[config.mk]
export PLATFORM = sky130hd
export DESIGN_NAME = wam_scr_bcd_flat
export DESIGN_NICKNAME = d
export VERILOG_FILES = /design/src/rtl/wam_scr_bcd_if.sv /design/src/rtl/wam_scr_bcd.sv /design/src/flat_wrapper.sv
export SDC_FILE = /design/constraint.sdc
export NUM_CORES = 1
export LEC_CHECK = 0
export BUFFER_PORTS_ARGS = -buffer_cell sky130_fd_sc_hd__buf_2
export CAP_MARGIN = 20
export CORE_MARGIN = 3
export CORE_UTILIZATION = 35
export CTS_BUF_LIST = sky130_fd_sc_hd__clkbuf_8 sky130_fd_sc_hd__clkbuf_16
export DETAILED_ROUTE_END_ITERATION = 10
export PLACE_DENSITY_LB_ADDON = 0.12
export SYNTH_ARGS = -nofsm -noshare
export SYNTH_HDL_FRONTEND = slang
export SYNTH_SLANG_ARGS = --single-unit
[constraint.sdc]
create_clock -name clk -period 14.84 [get_ports clk]
set_input_delay 0.742 -clock clk [delete_from_list [all_inputs] [get_ports clk]]
set_output_delay 0.742 -clock clk [all_outputs]
set_load 0.005 [all_outputs]
[src/rtl/wam_scr_bcd_if.sv]
// Game-side bundle of the score counter: hole/miss inputs in, BCD score, high score and flags out.
interface wam_scr_bcd_if #(
    parameter int NHOLE = 8,
    parameter int NDIG  = 3
) ();
    logic                  new_game;
    logic                  en;
    logic [NHOLE-1:0]      hit;
    logic                  miss;
    logic [4*NDIG-1:0]     num;
    logic [4*NDIG-1:0]     hi_num;
    logic                  lvl_up;
    logic                  sat;

    modport master (
        output new_game, en, hit, miss,
        input  num, hi_num, lvl_up, sat
    );

    modport slave (
        input  new_game, en, hit, miss,
        output num, hi_num, lvl_up, sat
    );
endinterface

[src/rtl/wam_scr_bcd.sv]
// Whack-a-mole BCD score counter: edge-detected multi-hit add, miss penalty,
// two-sided saturation, level-up pulse and high-score tracking.
module wam_scr_bcd #(
    parameter int NHOLE = 8,
    parameter int NDIG  = 3,
    parameter int PEN   = 1
) (
    input  logic         clk,
    input  logic         clr,
    wam_scr_bcd_if.slave bus
);
    localparam int                W     = 4 * NDIG;
    localparam logic [W-1:0]      MAX   = {NDIG{4'h9}};
    localparam logic [3:0]        PEN_L = 4'(PEN);

    logic [NHOLE-1:0] r_hit_q;
    logic             r_miss_q;
    logic [W-1:0]     r_num;
    logic [W-1:0]     r_hi;
    logic             r_lvl;
    logic             r_sat;

    logic [NHOLE-1:0] w_rise;
    logic             w_mrise;
    logic [3:0]       w_add;
    logic [3:0]       w_sub;
    logic             w_up;
    logic [3:0]       w_mag;
    logic [W-1:0]     w_sum;
    logic             w_ovf;
    logic             w_unf;
    logic [W-1:0]     w_next;
    logic             w_lvl;
    logic             w_hi_upd;

    assign w_rise  = bus.hit & ~r_hit_q;
    assign w_mrise = bus.miss & ~r_miss_q;

    // NOTE: every variable written in an always_comb gets a value before any
    // branch or loop touches it, so no path can leave it holding state (no latch).
    always_comb begin
        w_add = 4'd0;
        for (int i = 0; i < NHOLE; i++) begin
            w_add = w_add + {3'b000, w_rise[i]};
        end
    end

    // Add and penalty net out first, so the digit chain only ever sees one
    // signed delta of magnitude 0..9.
    assign w_sub = w_mrise ? PEN_L : 4'd0;
    assign w_up  = (w_add >= w_sub);
    assign w_mag = w_up ? (w_add - w_sub) : (w_sub - w_add);

    always_comb begin
        logic [4:0] w_c;
        logic [4:0] w_s;
        logic [3:0] w_dig;
        w_sum = '0;
        w_c   = {1'b0, w_mag};
        w_s   = 5'd0;
        w_dig = 4'd0;
        for (int d = 0; d < NDIG; d++) begin
            w_dig = r_num[4*d +: 4];
            if (w_up) begin
                w_s = {1'b0, w_dig} + w_c;
                if (w_s > 5'd9) begin
                    w_s = w_s - 5'd10;
                    w_c = 5'd1;
                end else begin
                    w_c = 5'd0;
                end
            end else begin
                if ({1'b0, w_dig} >= w_c) begin
                    w_s = {1'b0, w_dig} - w_c;
                    w_c = 5'd0;
                end else begin
                    w_s = {1'b0, w_dig} + 5'd10 - w_c;
                    w_c = 5'd1;
                end
            end
            w_sum[4*d +: 4] = w_s[3:0];
        end
        w_ovf = w_up & w_c[0];
        w_unf = ~w_up & w_c[0];
    end

    assign w_next   = w_ovf ? MAX : (w_unf ? '0 : w_sum);
    // Packed BCD orders the same as its value, so plain unsigned compares work.
    assign w_lvl    = (w_next[W-1:4] > r_num[W-1:4]);
    assign w_hi_upd = (w_next > r_hi);

    // NOTE: state registers use non-blocking assignments so every register
    // samples the pre-edge values, independent of statement order.
    always_ff @(posedge clk) begin
        r_hit_q  <= bus.hit;
        r_miss_q <= bus.miss;
        if (clr) begin
            r_hit_q  <= '0;
            r_miss_q <= 1'b0;
            r_num    <= '0;
            r_hi     <= '0;
            r_lvl    <= 1'b0;
            r_sat    <= 1'b0;
        end else if (bus.new_game) begin
            r_hit_q  <= '0;
            r_miss_q <= 1'b0;
            r_num    <= '0;
            r_lvl    <= 1'b0;
            r_sat    <= 1'b0;
        end else begin
            r_lvl <= 1'b0;
            if (bus.en) begin
                r_num <= w_next;
                r_lvl <= w_lvl;
                if (w_ovf) begin
                    r_sat <= 1'b1;
                end
                if (w_hi_upd) begin
                    r_hi <= w_next;
                end
            end
        end
    end

    assign bus.num    = r_num;
    assign bus.hi_num = r_hi;
    assign bus.lvl_up = r_lvl;
    assign bus.sat    = r_sat;
endmodule

[src/flat_wrapper.sv]
// flat-port wrapper written by rule: the top's interface ports become plain ports
module wam_scr_bcd_flat 
#(
    parameter int NHOLE = 8,
    parameter int NDIG  = 3,
    parameter int PEN   = 1
)
  (clk, clr, bus_new_game, bus_en, bus_hit, bus_miss, bus_num, bus_hi_num, bus_lvl_up, bus_sat);
  wam_scr_bcd_if #(.NHOLE(NHOLE), .NDIG(NDIG)) bus_i ();
  input  logic clk;
  input  logic clr;
  input wire logic [$bits(bus_i.new_game)-1:0] bus_new_game;
  input wire logic [$bits(bus_i.en)-1:0] bus_en;
  input wire logic [$bits(bus_i.hit)-1:0] bus_hit;
  input wire logic [$bits(bus_i.miss)-1:0] bus_miss;
  output wire logic [$bits(bus_i.num)-1:0] bus_num;
  output wire logic [$bits(bus_i.hi_num)-1:0] bus_hi_num;
  output wire logic [$bits(bus_i.lvl_up)-1:0] bus_lvl_up;
  output wire logic [$bits(bus_i.sat)-1:0] bus_sat;
  assign bus_i.new_game = bus_new_game;
  assign bus_i.en = bus_en;
  assign bus_i.hit = bus_hit;
  assign bus_i.miss = bus_miss;
  assign bus_num = bus_i.num;
  assign bus_hi_num = bus_i.hi_num;
  assign bus_lvl_up = bus_i.lvl_up;
  assign bus_sat = bus_i.sat;
  wam_scr_bcd #(.NHOLE(NHOLE), .NDIG(NDIG), .PEN(PEN)) u_core (.clk(clk), .clr(clr), .bus(bus_i));
endmodule
==> flow_summary_export.csv, run 1 <==
group,metric,value,unit
run_status,status,"finished, final reports clean",
timing,clock_skew,5.52,ps
clocking,cts_buffer_depth,2,
clocking,cts_setup_buffers,0,
timing,slew_viol_final,0,
synth,synth_flop_cell,"dfxtp_1",
floorplanning,core,9420,um^2
timing,rsz0062_at_grt,"no",
synth,synth.avg_cell_area,8.39,um^2
global_routing,globalRouteOverflowTotal,0,
floorplanning,ioPinCount,39,
power_and_ir_drop,pwr_density_cell,180,nW/um^2
clocking,cts-buffers-inserted,5,
global_routing,grt_max_degree,20,
routing,drt_wl_total,8600,um
placed_design,placed_cells,568,
floorplanning,die-area,11100,um^2
layout,layout-drive-gt1-share,0.147,
placed_design,pre_cts_slack,3390,ps
layout,final_nets,527,
clocking,ctsHoldBuffers,0,
power_and_ir_drop,fin_total_pwr,0.690,mW
synth,async_flop_share,0,
worst_setup_path,start_kind,"input pin",
placed_design,port-buffer-count,38,
worst_setup_path,cp-startpoint,"bus_hit[0]",
routing,ant_nets,0,
routing,wire_per_inst,14.9,um
layout,areaGrowthSynthToFinish,11.0,%
synth,yosysSeqAreaShare,0.203,
worst_setup_path,worstPathRequired,15080,ps
global_routing,track_usage,0.158,
synth,yosys_warnings,0,
clocking,cts_tree,"built",
routing,drt_iter0_drc,102,
worst_setup_path,critical_path.slowest_cell,"fa_1",
worst_setup_path,rr_worst_depth,44,
routing,wl_met3,365,um
timing,slew_headroom,0.366,
timing,finalSetupTns,0,ps
timing,fin_hold_ws,480,ps
layout,instances_no_fill,577,
placed_design,place_congestion,0.870,
synth,synth_cell_types,65,
clocking,post_cts_resized,0,
power_and_ir_drop,ir_drop,0.0533,mV
global_routing,grt_pass1_vias,2852,
synth,syn_area,3460,um^2
layout,finish.utilization,0.407,
clocking,cts_root_buf,"clkbuf_8",
floorplanning,rows,35,
routing,top_layer,"met4",
run,maxCapViolCount,0,
global_routing,antenna_found_initial,0,
synth,synth_edf_count,0,
power_and_ir_drop,leakage,1.81,nW
synth,synth-seq-cells,35,
clocking,cts_sinks,35,
layout,design_area,3840,um^2
worst_setup_path,crit_type,"in -> reg",
timing,setup_slack,3990,ps
clocking,htree_levels,2,
synth,synth_fp_nets,492,
synth,syn_inst,412,
global_routing,grt_pass1_wl,14300,um
worst_setup_path,cp_max_fo,12,
routing,vias,2911,
floorplanning,die_x,105,um
placed_design,dp_hpwl,6860,um
worst_setup_path,arrival,11090,ps
clocking,clk_latency,290,ps
placed_design,placedInstanceArea,3730,um^2
routing,drcViolationCount,0,
worst_setup_path,rr_endpoint,"u_core.bus.hi_num[2]$_SDFFE_PP0P_",
timing,worst_pin_slew,948,ps
routing,first_pass_iters,4,
floorplanning,die_height,105,um
routing,viasPerCell,5.05,
worst_setup_path,critPathMaxStageDelay,540,ps
worst_setup_path,setup.worst_path.end,"u_core.bus.hi_num[2]$_SDFFE_PP0P_",
timing,finalCritPeriodShare,0.731,
timing,fmax,92.2,MHz
routing,wl_met1,4290,um
layout,diodes,0,
worst_setup_path,rrSetupSlack,4330,ps
timing,min_period,10850,ps
worst_setup_path,cpMostUsedCell,"ha_1",
worst_setup_path,r2r-start,"u_core.r_hit_q[0]$_SDFF_PP0_",
clocking,clkTransAtPathRegs,80,ps
hold_path,hold_path_class,"reg -> reg",
timing,final-hold-violation-count,0,
worst_setup_path,crit_path_end_kind,"flip-flop",
floorplanning,start_util,0.367,
routing,dr_wl_met2,3870,um
timing,finalSetupViolCount,0,
critical path, delay by kind of cell:
kind | cells | cell delay [ps]
XOR/XNOR | 1 | 280
AO/OA/AOI/OAI | 16 | 3990
adder cells (fa/ha/maj) | 13 | 4490
multiplexers | 1 | 150
AND/OR/NAND/NOR | 7 | 690
buffers and inverters | 7 | 740
routing by layer:
layer	vias up	GRT usage
met4	0	0.0309
met2	56	0.260
met5	-	0
met1	1358	0.220
li1	1491	-
met3	6	0.0208
how the worst min path moves through the flow:
stage / depth (start not counted) / endpoint / slack, ps / start
floorplan: 2 / u_core.bus.sat$_SDFFE_PP0P_ / 460 / u_core.bus.sat$_SDFFE_PP0P_
global route: 2 / u_core.bus.hi_num[10]$_SDFFE_PP0P_ / 510 / u_core.bus.hi_num[10]$_SDFFE_PP0P_
global placement: 2 / u_core.bus.hi_num[8]$_SDFFE_PP0P_ / 460 / u_core.bus.hi_num[8]$_SDFFE_PP0P_
detailed placement: 2 / u_core.bus.hi_num[11]$_SDFFE_PP0P_ / 470 / u_core.bus.hi_num[11]$_SDFFE_PP0P_
CTS: 2 / u_core.bus.hi_num[11]$_SDFFE_PP0P_ / 490 / u_core.bus.hi_num[11]$_SDFFE_PP0P_
finish: 2 / u_core.bus.hi_num[11]$_SDFFE_PP0P_ / 480 / u_core.bus.hi_num[11]$_SDFFE_PP0P_
power breakdown:
part / internal, mW / switching, mW / leakage [nW]
registers: 0.104 / 0.0101 / 0.285
clock network: 0.0418 / 0.0365 / 0.0557
logic: 0.212 / 0.286 / 1.47
cell usage after synthesis (5+ instances only):
library cell  number  area, um^2
o21a_1             5        37.5
o31ai_1            8        60.1
nor2b_1           13        81.3
nor2_1            24        90.1
a21o_1             6        45.0
nand3_1           11        55.1
xnor2_1            9        78.8
nand2_1           22        82.6
nand2b_1           7        43.8
xor2_1             5        43.8
inv_1             52         195
nor3b_1            5        37.5
a21oi_1           29         145
o21ai_0           11        55.1
a211oi_1           7        52.6
and2_1            10        62.6
dfxtp_1           35         701
fa_1               8         160
a31oi_1            5        31.3
ha_1              59         738
mux2i_1            7        70.1
and3_1             8        50.1
placed cells by master (no fill, tap or decap), drive strengths merged, types with 3 or more instances in the layout:
cell type / instances
o211ai: 3
nor2: 25
nor3: 4
nor2b: 13
nand3: 12
a211oi: 9
dfxtp: 35
fa: 8
xnor2: 10
buf: 39
nand2b: 7
or2: 3
nand4: 3
o21a: 5
and2: 10
nand2: 22
nor3b: 5
o21ai: 14
a21oi: 30
clkbuf: 7
inv: 54
mux2i: 7
a31oi: 5
ha: 59
a21o: 7
and3: 8
xor2: 5
or3: 4
o31ai: 8
sequential cells by signal, indices dropped and copies added, names as in the netlist:
signal,cells
u_core.r_miss_q,1
u_core.bus.hi_num,12
u_core.bus.lvl_up,1
u_core.bus.num,12
u_core.bus.sat,1
u_core.r_hit_q,8
cell type report:
cell class / count / area, um^2
clock buffers: 7 / 96.3
clock inverters: 1 / 3.75
fillers: 971 / 5580
inverters: 53 / 199
multi-input cells: 313 / 2480
flip-flops and latches: 35 / 701
well taps: 129 / 161
repair buffers: 39 / 198
cells by family after synthesis:
kind of cell / after synthesis / share of synthesized area
simple gates: 122 / 0.187
buf+inv: 64 / 0.0807
flops: 35 / 0.203
compound gates: 101 / 0.206
xor+xnor: 15 / 0.0402
fa+ha+maj: 67 / 0.260
mux: 8 / 0.0235
Power figures use the tool's default switching activity.
==> run 2: changes to the inputs <==
==> constraint.sdc (replaced) <==
create_clock -name clk -period 10.5 [get_ports clk]
set_input_delay 0.525 -clock clk [delete_from_list [all_inputs] [get_ports clk]]
set_output_delay 0.525 -clock clk [all_outputs]
set_load 0.005 [all_outputs]
==> run 2 against run 1 <==
Wire length is 1.5% higher. Utilization rose by 1.3 points. Critical path type unchanged. Critical endpoint is now u_core.bus.hi_num[7]$_SDFFE_PP0P_. Combinational power rose by 51%. Count of clock-buffer cells in the layout is the same. Register-to-register slack lost 3500 ps. Sequential power rose by 42%. Hold slack got worse by 25 ps.
==> flow_summary_export.csv, run 2 (synthesis gave the netlist of run 1 again) <==
group,metric,value,unit
floorplanning,die_height,105,um
placed_design,placed_cells,581,
global_routing,track_usage,0.161,
timing,slew_headroom,0.669,
hold_path,hold_path_class,"in -> reg",
routing,wire_per_inst,14.8,um
clocking,cts_sinks,35,
worst_setup_path,rr_worst_depth,43,
global_routing,grt_util_met3,0.0288,
layout,final_nets,540,
clocking,cts_buffer_depth,2,
timing,finalSetupViolCount,0,
worst_setup_path,worstPathRequired,10710,ps
clocking,htree_levels,2,
worst_setup_path,cp_num_buf_inv,5,
routing,drt_iter0_drc,92,
routing,ant_nets,0,
layout,finish.utilization,0.421,
layout,layout-drive-gt1-share,0.187,
worst_setup_path,rrSetupSlack,790,ps
global_routing,busiest_layer,"met2",
run_status,status,"finished, final reports clean",
timing,final-hold-violation-count,0,
worst_setup_path,start_kind,"input pin",
placed_design,port-buffer-count,38,
worst_setup_path,critPathMaxStageDelay,580,ps
routing,viasPerCell,5.03,
floorplanning,start_util,0.367,
power_and_ir_drop,pwr_density_cell,258,nW/um^2
floorplanning,die-area,11100,um^2
placed_design,place_congestion,0.854,
global_routing,grt_pass1_vias,2957,
timing,worst_pin_slew,493,ps
worst_setup_path,crit_cells,44,
power_and_ir_drop,ir_drop,0.0994,mV
global_routing,met2_usage,0.265,
worst_setup_path,arrival,10030,ps
placed_design,dp_hpwl,7130,um
worst_setup_path,cpMostUsedCell,"ha_1",
layout,final_cell_mix,"59 x ha_1, 53 x inv_1, 38 x buf_2, 35 x dfxtp_1, 28 x a21oi_1",
run,maxCapViolCount,0,
floorplanning,rows,35,
layout,fill_cells,967,
layout,final_common_cell,"ha_1",
floorplanning,die_x,105,um
layout,diodes,0,
power_and_ir_drop,fin_total_pwr,1.02,mW
clocking,clk_latency,280,ps
timing,slew_viol_final,0,
routing,drt_wl_total,8730,um
routing,drcViolationCount,0,
worst_setup_path,setup.worst_path.end,"u_core.bus.hi_num[7]$_SDFFE_PP0P_",
global_routing,grt_max_degree,20,
worst_setup_path,cp-startpoint,"bus_hit[0]",
worst_setup_path,critical_path.slowest_cell,"fa_2",
worst_setup_path,crit_family,"adder cells",
timing,clock_skew,8.51,ps
timing,min_period,9820,ps
layout,design_area,3960,um^2
global_routing,globalRouteOverflowTotal,0,
worst_setup_path,r2r-start,"u_core.r_hit_q[1]$_SDFF_PP0_",
clocking,clkTransAtPathRegs,80,ps
floorplanning,ioPinCount,39,
global_routing,antenna_found_initial,0,
worst_setup_path,crit_path_end_kind,"flip-flop",
worst_setup_path,cp_max_fo,11,
worst_setup_path,crit_type,"in -> reg",
worst_setup_path,rr_endpoint,"u_core.bus.hi_num[7]$_SDFFE_PP0P_",
clocking,cts_tree,"built",
layout,instances_no_fill,590,
layout,areaGrowthSynthToFinish,14.5,%
clocking,ctsHoldBuffers,0,
floorplanning,core,9420,um^2
timing,fmax,102,MHz
clocking,cts_root_buf,"clkbuf_8",
timing,finalSetupTns,0,ps
power_and_ir_drop,leakage,1.88,nW
timing,finalCritPeriodShare,0.935,
global_routing,grt_pass1_wl,14600,um
clocking,cts-buffers-inserted,5,
global_routing,use_met1,0.220,
routing,first_pass_iters,4,
routing,vias,2970,
placed_design,placedInstanceArea,3830,um^2
## run 2: worst min path at each step
| stage | start | to | slack [ps] | cells after the start |
|---|---|---|---|---|
| floorplan | u_core.bus.sat$_SDFFE_PP0P_ | u_core.bus.sat$_SDFFE_PP0P_ | 460 | 2 |
| detailed placement | u_core.bus.hi_num[11]$_SDFFE_PP0P_ | u_core.bus.hi_num[11]$_SDFFE_PP0P_ | 470 | 2 |
| finish | bus_hit[5] | u_core.r_hit_q[5]$_SDFF_PP0_ | 460 | 2 |
| global placement | u_core.bus.hi_num[8]$_SDFFE_PP0P_ | u_core.bus.hi_num[8]$_SDFFE_PP0P_ | 470 | 2 |
| global route | bus_hit[5] | u_core.r_hit_q[5]$_SDFF_PP0_ | 450 | 2 |
| CTS | bus_hit[5] | u_core.r_hit_q[5]$_SDFF_PP0_ | 440 | 2 |
## run 2: worst register-to-register path: cells and delay by family, from the launching register on
family                   cells  cell delay [ps]
flip-flops                   1              320
AND/OR/NAND/NOR             11             1530
XOR/XNOR                     1              230
AO/OA/AOI/OAI               14             3090
buffers and inverters        4              300
adder cells (fa/ha/maj)     13             4190
## run 2: routing by layer
layer / up-vias / share of wire
met1: 1389 / 0.50
met3: 10 / 0.037
li1: 1524 / -
met2: 47 / 0.45
met4: 0 / 0.013
met5: - / 0
## run 2: layout make-up
type                       instances  area [um^2]  share of cell area
clock inverter                     1         3.75            0.000948
inverter                          53          199              0.0502
sequential                        35          701               0.177
clock buffer                       7         96.3              0.0243
timing repair buffer              52          295              0.0746
tap                              129          161              0.0408
multi-input combinational        313         2500               0.632
## run 2: power breakdown
group	switching [mW]	internal [mW]
Clock	0.0504	0.0590
Combinational	0.420	0.330
Sequential	0.0145	0.147
## run 2: timing repair
action,4_1_cts,5_1_grt
resized for setup,0,9
setup buffers,0,1
endpoints found under the setup margin,0,13
## run 2: stage by stage
stage,hold WS (ps),setup slack [ps]
after floorplan,460,836
after global placement,473,124
after detailed placement,470,-177
after CTS,444,142
after global routing,447,-8.84
final,455,678
==> run 3: changes to the inputs <==
--- a/config.mk
+++ b/config.mk
@@ -7,11 +7,15 @@
 export LEC_CHECK = 0
 export BUFFER_PORTS_ARGS = -buffer_cell sky130_fd_sc_hd__buf_2
 export CAP_MARGIN = 20
+export CELL_PAD_IN_SITES_DETAIL_PLACEMENT = 1
+export CELL_PAD_IN_SITES_GLOBAL_PLACEMENT = 1
+export CORE_ASPECT_RATIO = 0.9
 export CORE_MARGIN = 3
 export CORE_UTILIZATION = 35
 export CTS_BUF_LIST = sky130_fd_sc_hd__clkbuf_8 sky130_fd_sc_hd__clkbuf_16
 export DETAILED_ROUTE_END_ITERATION = 10
 export PLACE_DENSITY_LB_ADDON = 0.12
+export SLEW_MARGIN = 20
 export SYNTH_ARGS = -nofsm -noshare
 export SYNTH_HDL_FRONTEND = slang
 export SYNTH_SLANG_ARGS = --single-unit
==> run 3 against run 2 <==
Utilization rose by 1.4 points. Cell area up 2.8%. Maximum frequency shrank 1.7%. Clock skew grew 6.4 ps. Critical path type unchanged. Global-route usage increased by 1.9 points. Hold slack worse by 18 ps.
==> flow_summary_export.csv, run 3 (synthesis gave the netlist of run 1 again) <==
group,metric,value,unit
worst_setup_path,critical_path.slowest_cell,"fa_1",
routing,drt_wl_total,9740,um
routing,drcViolationCount,0,
layout,fill_cells,1152,
routing,ant_nets,0,
clocking,cts_tree,"built",
hold_path,hold_start,"bus_hit[0]",
timing,worst_pin_slew,483,ps
timing,final-hold-violation-count,0,
layout,final_common_cell,"ha_1",
clocking,clkTransAtPathRegs,80,ps
clocking,ctsHoldBuffers,0,
layout,layout-drive-gt1-share,0.213,
layout,diodes,0,
global_routing,use_met1,0.257,
routing,vias,3044,
placed_design,port-buffer-count,38,
global_routing,globalRouteOverflowTotal,0,
timing,min_period,9990,ps
clocking,cts_buffer_depth,2,
layout,areaGrowthSynthToFinish,17.8,%
power_and_ir_drop,leakage,1.93,nW
worst_setup_path,worstPathRequired,10690,ps
floorplanning,rows,33,
hold_path,hold_path_class,"in -> reg",
worst_setup_path,r2r-start,"u_core.r_hit_q[1]$_SDFF_PP0_",
worst_setup_path,rr_worst_depth,43,
routing,viasPerCell,5.15,
worst_setup_path,cpMostUsedCell,"ha_1",
layout,final_nets,548,
layout,finish.utilization,0.435,
floorplanning,core,9370,um^2
timing,slew_headroom,0.676,
worst_setup_path,crit_path_end_kind,"flip-flop",
global_routing,antenna_found_initial,0,
floorplanning,start_util,0.369,
worst_setup_path,crit_type,"in -> reg",
hold_path,hold_end,"u_core.r_hit_q[0]$_SDFF_PP0_",
clocking,cts_root_buf,"clkbuf_8",
global_routing,grt_max_degree,20,
timing,clock_skew,14.9,ps
floorplanning,die_x,111,um
timing,fmax,100,MHz
timing,finalSetupViolCount,0,
timing,finalCritPeriodShare,0.951,
global_routing,track_usage,0.180,
global_routing,grt_util_met3,0.0229,
timing,setup_slack,511,ps
global_routing,met2_usage,0.295,
clocking,clk_latency,290,ps
placed_design,pre_cts_slack,-230,ps
placed_design,dp_hpwl,8090,um
global_routing,busiest_layer,"met2",
power_and_ir_drop,fin_total_pwr,1.10,mW
worst_setup_path,critPathMaxStageDelay,550,ps
clocking,htree_levels,2,
global_routing,grt_pass1_wl,16400,um
routing,wire_per_inst,16.5,um
timing,slew_viol_final,0,
worst_setup_path,arrival,10180,ps
worst_setup_path,rr_endpoint,"u_core.bus.hi_num[7]$_SDFFE_PP0P_",
power_and_ir_drop,ir_drop,0.0834,mV
clocking,cts-buffers-inserted,5,
worst_setup_path,rrSetupSlack,610,ps
floorplanning,ioPinCount,39,
floorplanning,die-area,11100,um^2
run_status,status,"finished, final reports clean",
power_and_ir_drop,pwr_density_cell,269,nW/um^2
placed_design,place_congestion,0.867,
worst_setup_path,cp_max_fo,11,
layout,final_cell_mix,"58 x ha_1, 52 x inv_1, 38 x buf_2, 35 x dfxtp_1, 26 x a21oi_1",
run,maxCapViolCount,0,
hold_path,min_path_cells,2,
worst_setup_path,start_kind,"input pin",
routing,first_pass_iters,4,
clocking,cts_sinks,35,
floorplanning,die_height,100,um
global_routing,grt_pass1_vias,3122,
routing,drt_iter0_drc,76,
run 3: timing repair:
| action | in CTS | in global routing |
|---|---|---|
| endpoints found under the setup margin | 0 | 13 |
| gates resized for setup | 0 | 15 |
| setup buffers | 0 | 4 |
run 3: final cells by class:
type,instances,area [um^2],share of cell area
inverter,53,199,0.0488
timing repair buffer,60,355,0.0873
tap,122,153,0.0375
sequential,35,701,0.172
multi-input combinational,313,2540,0.625
clock inverter,2,38.8,0.00952
clock buffer,6,82.6,0.0203
run 3: per-stage QoR:
stage	TNS (ps)	cells	cell area (um^2)	hold slack (ps)
after floorplan	0	412	3460	460
after global placement	0	579	3850	480
after detailed placement	-1720	579	3850	473
after CTS	0	587	3980	428
after global routing	-33.1	591	4070	429
final	0	591	4070	437
run 3: layer usage:
metal,routed length (um),share of wire
met2,4430,0.45
met4,82,0.0084
met3,215,0.022
met1,5010,0.51
met5,0,0
run 3: worst max-delay path by stage:
| stage | slack, ps | end | startpoint | cells after the start |
|---|---|---|---|---|
| after global routing | -30 | u_core.bus.hi_num[7]$_SDFFE_PP0P_ | bus_hit[1] | 45 |
| after CTS | 30 | u_core.bus.hi_num[7]$_SDFFE_PP0P_ | bus_hit[1] | 43 |
| after global placement | 80 | u_core.bus.hi_num[7]$_SDFFE_PP0P_ | bus_hit[0] | 43 |
| after floorplan | 840 | u_core.bus.hi_num[9]$_SDFFE_PP0P_ | bus_hit[0] | 44 |
| final | 510 | u_core.bus.hi_num[7]$_SDFFE_PP0P_ | bus_hit[0] | 44 |
| after detailed placement | -230 | u_core.bus.hi_num[7]$_SDFFE_PP0P_ | bus_hit[0] | 43 |
run 3: worst max-delay path, delay by kind of cell:
family                     cells  cell delay [ps]
adders and majority gates     13             4410
AOI/OAI and AO/OA             14             2920
and+or+nand+nor                9             1410
buffers and inverters          7              660
xor gates and xnor gates       1              220
run 3: power by group:
part	total, mW	internal, mW	switching [mW]
registers	0.162	0.147	0.0147
logic	0.803	0.362	0.442
clock network	0.130	0.0781	0.0520
total	1.10	0.587	0.508
